===== src/rtl/dmem_arbiter.sv =====
// rtl/dmem_arbiter.sv - two-port round-robin data-memory arbiter with bounded port-1 lock
// Grants are combinational; responses are registered one cycle after the grant.
module dmem_arbiter #(
   parameter int AW        = 64,
   parameter int DW        = 64,
   parameter int MEM_BYTES = 32,
   parameter int MAX_LOCK  = 4
) (
   input  logic          clk,
   input  logic          rst_n,
   input  logic          p0_req,
   input  logic          p0_we,
   input  logic [AW-1:0] p0_adr,
   input  logic [DW-1:0] p0_wdata,
   input  logic          p1_req,
   input  logic          p1_we,
   input  logic [AW-1:0] p1_adr,
   input  logic [DW-1:0] p1_wdata,
   input  logic          p1_lock,
   output logic          p0_gnt,
   output logic          p1_gnt,
   output logic          p0_rvalid,
   output logic          p1_rvalid,
   output logic [DW-1:0] p0_rdata,
   output logic [DW-1:0] p1_rdata,
   output logic          p0_err,
   output logic          p1_err,
   output logic [AW-1:0] mem_adr,
   output logic [DW-1:0] mem_datain,
   output logic          mem_w,
   output logic          mem_r,
   input  logic [DW-1:0] mem_dataout,
   output logic          stall_o
);

   localparam int            LW       = $clog2(MAX_LOCK + 1);
   localparam logic [LW-1:0] LOCK_MAX = LW'(MAX_LOCK);
   localparam logic [AW-1:0] ADR_MAX  = AW'(MEM_BYTES - DW / 8);

   logic          r_last;
   logic [LW-1:0] r_lock_cnt;
   logic          r_p0_rvalid, r_p1_rvalid;
   logic          r_p0_err, r_p1_err;
   logic [DW-1:0] r_p0_rdata, r_p1_rdata;

   logic          w_lock_active;
   logic          w_p0_gnt, w_p1_gnt, w_any_gnt;
   logic          w_we, w_legal, w_acc;
   logic [AW-1:0] w_adr;
   logic [DW-1:0] w_wdata;

   // r_last == 1 means port 1 was granted most recently, so port 0 wins a plain tie.
   assign w_lock_active = (r_lock_cnt != '0) && (r_lock_cnt < LOCK_MAX);
   assign w_p0_gnt      = p0_req & (~p1_req | (~w_lock_active & r_last));
   assign w_p1_gnt      = p1_req & ~w_p0_gnt;
   assign w_any_gnt     = w_p0_gnt | w_p1_gnt;

   assign w_adr   = w_p1_gnt ? p1_adr   : p0_adr;
   assign w_we    = w_p1_gnt ? p1_we    : p0_we;
   assign w_wdata = w_p1_gnt ? p1_wdata : p0_wdata;
   assign w_legal = (w_adr <= ADR_MAX);
   assign w_acc   = w_any_gnt & w_legal;

   assign mem_adr    = w_acc ? w_adr   : '0;
   assign mem_datain = w_acc ? w_wdata : '0;
   assign mem_w      = w_acc & w_we;
   assign mem_r      = w_acc & ~w_we;

   assign p0_gnt    = w_p0_gnt;
   assign p1_gnt    = w_p1_gnt;
   assign stall_o   = p0_req & ~w_p0_gnt;
   assign p0_rvalid = r_p0_rvalid;
   assign p1_rvalid = r_p1_rvalid;
   assign p0_err    = r_p0_err;
   assign p1_err    = r_p1_err;
   assign p0_rdata  = r_p0_rdata;
   assign p1_rdata  = r_p1_rdata;

   always_ff @(posedge clk or negedge rst_n) begin
      if (!rst_n) begin
         r_last      <= 1'b1;
         r_lock_cnt  <= '0;
         r_p0_rvalid <= 1'b0;
         r_p1_rvalid <= 1'b0;
         r_p0_err    <= 1'b0;
         r_p1_err    <= 1'b0;
         r_p0_rdata  <= '0;
         r_p1_rdata  <= '0;
      end else begin
         r_p0_rvalid <= w_p0_gnt;
         r_p1_rvalid <= w_p1_gnt;
         r_p0_err    <= w_p0_gnt & ~w_legal;
         r_p1_err    <= w_p1_gnt & ~w_legal;
         r_p0_rdata  <= (w_p0_gnt & mem_r) ? mem_dataout : '0;
         r_p1_rdata  <= (w_p1_gnt & mem_r) ? mem_dataout : '0;
         if (w_p0_gnt) begin
            r_last     <= 1'b0;
            r_lock_cnt <= '0;
         end else if (w_p1_gnt) begin
            r_last <= 1'b1;
            // Saturate so a long solo run of locked port-1 grants never re-arms the lock.
            if (!p1_lock)
               r_lock_cnt <= '0;
            else if (r_lock_cnt != LOCK_MAX)
               r_lock_cnt <= r_lock_cnt + LW'(1);
         end
      end
   end

endmodule


===== config.mk =====
export PLATFORM = sky130hd
export DESIGN_NAME = dmem_arbiter
export DESIGN_NICKNAME = d
export VERILOG_FILES = /design/src/rtl/dmem_arbiter.sv
export SDC_FILE = /design/constraint.sdc
export NUM_CORES = 1
export LEC_CHECK = 0
export ABC_AREA = 1
export CAP_MARGIN = 0
export CORE_AREA = 2 2 231 233
export CTS_CLUSTER_DIAMETER = 60
export DETAILED_ROUTE_END_ITERATION = 16
export DIE_AREA = 0 0 233 235
export GPL_TIMING_DRIVEN = 1
export RECOVER_POWER = 25
export SKIP_LAST_GASP = 1
export SLEW_MARGIN = 20
export SYNTH_ARGS = -nofsm -noshare
export SYNTH_HDL_FRONTEND = slang
export SYNTH_SLANG_ARGS = --single-unit

===== constraint.sdc =====
create_clock -name clk -period 2.7 [get_ports clk]
set_input_delay 0.54 -clock clk [delete_from_list [all_inputs] [get_ports clk]]
set_output_delay 0.54 -clock clk [all_outputs]
set_load 0.01 [all_outputs]

# Yosys cells after proc, flatten, opt, wreduce, memory -nomap -nowiden
# Index checks and enable logic that the tools add are counted.
# op_classes
add_sub_neg	1
order_cmp	2
n_eq_ne	2
muxes	13
bitwise	18
reduce_logical	4
# op_table
op	n
$mux 64	6
$le 64x5->1 const B	1
$mux 3	4
$and 1x1->1	11
$not 1->1	5
$add 3x1->3 const B	1
$lt 3x3->1 const B	1
$mux 1	3
$ne 3x1->1 const B	1
$ne 3x3->1 const B	1
$reduce_bool 3->1	1
$or 1x1->1	2
$reduce_and 2->1	1
$reduce_bool 2->1	1
$logic_and 1x1->1	1
# word_totals
ff_bits	136
inputBits	327
output_inout_bits	265
word_cells	48

# Depth between registers and ports, before layout
# depth
depth_word	14
mapped_depth	17
ltp_nobuf	15

# Worst setup path after synthesis
# No wires, ideal clock.
# synth_timing
path_type	register to output
start	register r_lock_cnt[0]
end	output port mem_datain[60]
arrival_ns	2.402
t_required_ns	2.160
slack_ns	-0.242
path_stages_with_launch	16
path_buffers	3
cell_sequence	dfrtp_1 -> inv_1 -> ha_1 -> o21ai_1 -> o21bai_1 -> buf_2 -> clkbuf_1 -> or2_2 -> o21ai_0 -> nand3_1 -> nor2_1 -> nand3_1 -> nor2_4 -> nand2_1 -> buf_2 -> a21oi_1
# synth_between
elab_chain_len	12
word_cells_on_any_way	15
cone_classes	order compare (2); mux (3); bitwise (8); reduce/logical (2)
# synth_rtl
item	line	rtl
from (decl)	41	logic [LW-1:0] r_lock_cnt;
from (signal assigned)	105	r_lock_cnt <= r_lock_cnt + LW'(1);
$lt 3x3->1 / $reduce_bool 3->1 (equally long branches)	53	assign w_lock_active = (r_lock_cnt != '0) && (r_lock_cnt < LOCK_MAX);
$logic_and 1x1->1 *	53	
$not 1->1 *	54	assign w_p0_gnt = p0_req & (~p1_req | (~w_lock_active & r_last));
$and 1x1->1 *	54	
$or 1x1->1 *	54	
$and 1x1->1 *	54	
$not 1->1	55	assign w_p1_gnt = p1_req & ~w_p0_gnt;
$and 1x1->1	55	
$mux 64	58	assign w_adr = w_p1_gnt ? p1_adr : p0_adr;
$le 64x5->1	61	assign w_legal = (w_adr <= ADR_MAX);
$and 1x1->1	62	assign w_acc = w_any_gnt & w_legal;
$mux 64 *	65	assign mem_datain = w_acc ? w_wdata : '0;
to (decl)	29	output logic [DW-1:0] mem_datain,
# Every way passes the cells marked *; elsewhere a longest branch is shown, timed or not.

# Worst setup path in the final report
# layout_timing
start	input port p1_req
end	output port mem_datain[1]
# layout_between
elab_chain_len	9
word_cells_on_any_way	11
cone_classes	order compare (1); mux (3); bitwise (7)
# layout_rtl
item	line	rtl
from (decl)	15	input logic p1_req,
$not 1->1	54	
$or 1x1->1	54	
$and 1x1->1	54	
$not 1->1	55	
$and 1x1->1	55	
$mux 64	58	
$le 64x5->1	61	
$and 1x1->1	62	
$mux 64 *	65	
# Marked as above.

==> summary by stage <==
Drt
After detailed routing, the average wire length per cell comes to 16.6 um. The total iterations of the first detailed-routing run is 5. The post-detailed-route DRC marker count is 0. After detailed routing, the number of vias per cell comes to 3.64. The final layout contains routed wiring with a total length of 37.2 mm.

Summing over every cut layer, the via total after detailed routing is 8153. The final antenna-violating net count is 0. For this block, the initial DRC count from the detailed router was 336.

Power
The switching portion of total power is 25.4%. The power per standard cell area is 402 nW/um^2. The worst voltage drop across the vdd grid is 0.000364 V. The internal cell power is 4.29 mW.

The switching power is 1.47 mW. The sequential share of power is 35.8%. Combinational logic burns 22.0% of the power.

The share of total power in the clock network is 42.2%. The leakage power of the design is 6.98 nW.

Placed design
The placed wire-length estimate is 30.0 mm. The number of cells in the design after placement is 2180. The area of placed instances is 13300 um^2. The final RePlAce weighted congestion is 0.910. Port buffering added 532 buffers.

Global route
The via count of the first global-routing pass is 8263. Global routing used 13.0% of the available tracks. The wire length of the first global-routing pass is 51.7 mm. The maximum number of pins on one net before global-route repair is 72. The initial antenna violation count is 10.

The total overflow left after global routing is 0.

CTS
The number of levels the H-tree was split into is 4. The root cell of the clock tree is clkbuf_16. The buffer levels on the longest clock path is 2. The clock transition at the register clock pins on the worst setup and hold paths after CTS is 60 ps. For this design, the sink count on the clock tree is 136. The clock buffer count from CTS is 17. The later-pin clock latency in the skew report is 420 ps. The CTS tree is yes.

STA
The final-report setup violation count is 201. Of the available clock period, the critical path in the final layout requires 147%. Setup repair after global routing could not meet its margin everywhere. The least setup slack across all paths after layout is -1260 ps. The final-report max-slew violation count is 71. On the final layout, the worst hold slack is 550 ps. Measured against its own limit, the worst slew margin works out to -23.0%. The worst path in the final design needs a cycle of 3960 ps, including I/O delays and setup. The clock tree skew after final layout is 8.91 ps. Derived from the worst setup path, the maximum achievable clock frequency is 253 MHz.

At the pin with the least slew margin, the transition time is 1850 ps. The final hold violation count came to 0.

Floorplan
The initial standard-cell utilization of the core is 13.3%. The die is 233 um wide. The floorplan has 84 rows.

The core region is 52200 um^2. The die covers 54800 um^2. The die is 235 um tall.

592 I/O pins were placed.

Yosys
The post-synthesis cell type count is 23. The synthesized instance count is 959. The synthesized design spends more area on one cell type than any other, namely dfrtp_1.

The fraction of synthesized cell area taken by the top area cell type is 48.5%. In this run, synthesis produced a sequential element count of 136. The sequential fraction of the synthesis area is 48.8%. In the post-synthesis netlist, the biggest area contributors are dfrtp_1 (48%), nand2_1 (15%), nor2_1 (8.9%).

During synthesis, Yosys emitted a total of 0 warnings. The synthesized area divided by synthesized cell count is 7.27 um^2. The mapped netlist covers 6970 um^2.

Layout
In the final layout, the share of cells above drive strength 1 is 15.2%. The count of cells in the finished layout, fillers not included, comes to 2238. The top cell types in the final layout, fill and taps aside, are clkdlybuf4s50_1 (458), nand2_1 (279), nor2_1 (153), inv_1 (135), dfrtp_1 (135). Leaving out fill and tap cells, the most frequent cell in the layout is clkdlybuf4s50_1. The synthesis-to-finish area growth is 106%. For this run, the post-layout net count is 1868.

The final instance area is 14300 um^2. The final cell utilization of the core is 27.5%.

Setup path
Of all nets on the critical path, the largest fanout is 7. Data on the critical path arrives at its endpoint at 3420 ps. The element type at the critical path end is an output port.

For the worst setup path, the data required time is 2160 ps. The class of the most critical setup path is input port to output port. The worst setup path is launched from an input port.

Flow run
Max-cap violations in this run came to 1.

Outcome
The final reports fail on capacitance limit, slew limit, setup timing. The flow ran to the end, but the final reports show violations.

Hold path
The class of the tightest hold or removal check is flop to flop.
-- timing repair --
| item | in CTS | in global routing |
|---|---|---|
| setup endpoints to repair | 202 | 204 |
| hold buffers | 0 | 0 |
| gates cloned | 4 | 3 |
| pin swaps | 8 | 11 |
| setup buffers | 20 | 4 |
| resized for setup | 252 | 44 |
-- logic make-up (layout without fill, tap and decap cells) --
family,Yosys count,after routing,share of synthesized area [%]
AOI/OAI and AO/OA,99,99,7.25
and+or+nand+nor,475,476,26.6
other,1,60,0.0538
adders and majority gates,2,2,0.359
DFF,136,136,48.8
buffers and inverters,245,776,16.7
xor gates and xnor gates,1,1,0.126
-- critical path, cell delays in order --
cell and delay [ps]:
clkdlybuf4s50_1 500, inv_2 70, o21bai_4 240, buf_16 170
buf_12 120, o21ai_0 170, nand2_1 80, nor2_1 140
nand2_1 80, nor2_1 130, nand3_2 150, nor2_4 200
buf_12 130, nand2_8 80, buf_8 180, clkbuf_16 170
a21oi_2 110, buf_2 140
-- sequential cells by signal, summed over array words and instances, names as in the netlist --
name and count:
p0_err 1, p0_rvalid 1, p1_rvalid 1, p1_err 1
r_last 1, p1_rdata 64, r_lock_cnt 3, p0_rdata 64
-- per-layer routing --
layer	track usage [%]	part of all wire, %
met1	15.1	40
met2	22.7	49
met3	2.67	7.3
met4	5.64	3.9
met5	0	0
-- cell usage after synthesis, drive strengths merged --
cell type  instances
nand4              1
dfrtp            135
ha                 2
or2               14
o41ai              1
clkbuf            26
nor3               2
inv              139
nand3             11
xnor2              1
buf               80
nand2            281
nor2             166
dfstp              1
conb               1
a21oi             65
o21bai             1
o21ai             32
-- area by class of cell --
type	instances	area [um^2]
fillers	5640	37900
well taps	688	861
flip-flops and latches	136	3400
repair buffers	608	6010
inverters	139	522
diodes	1	2.50
clock inverters	11	174
multi-input cells	637	2930
clock buffers	18	439
-- through the flow --
step                worst slack, ps  total power [mW]  setup TNS, ps
CTS                           -1170              5.83        -110640
global placement              -1510              3.24        -191180
global route                  -1370              6.06        -149190
finish                        -1260              5.76        -126020
floorplan                      -107              2.56          -6630
detailed placement            -1600              3.25        -195690
-- worst paths after layout --
| kind | slack [ps] | to | start | cells after the start |
|---|---|---|---|---|
| setup / recovery | -1260 | mem_datain[1] | p1_req | 18 |
| hold / removal | 550 | r_last$_DFFE_PN1P_ | r_last$_DFFE_PN1P_ | 2 |
| setup reg to reg | -390 | p1_rdata[52]$_DFF_PN0_ | r_lock_cnt[1]$_DFFE_PN0P_ | 19 |
| hold reg to reg | 550 | r_last$_DFFE_PN1P_ | r_last$_DFFE_PN1P_ | 2 |
| max in group asynchronous | 940 | p0_rdata[47]$_DFF_PN0_ | rst_n | 2 |
| min in group asynchronous | 620 | p0_rdata[36]$_DFF_PN0_ | rst_n | 1 |
-- power by group through the flow --
stage               sequential (mW)  combinational (mW)  clock (mW)
floorplan                      2.10               0.464           0
global placement               2.10                1.15           0
detailed placement             2.10                1.15           0
CTS                            2.06                1.25        2.52
global route                   2.06                1.38        2.62
finish                         2.06                1.27        2.43
No activity file was read; power rests on OpenSTA's default activity.
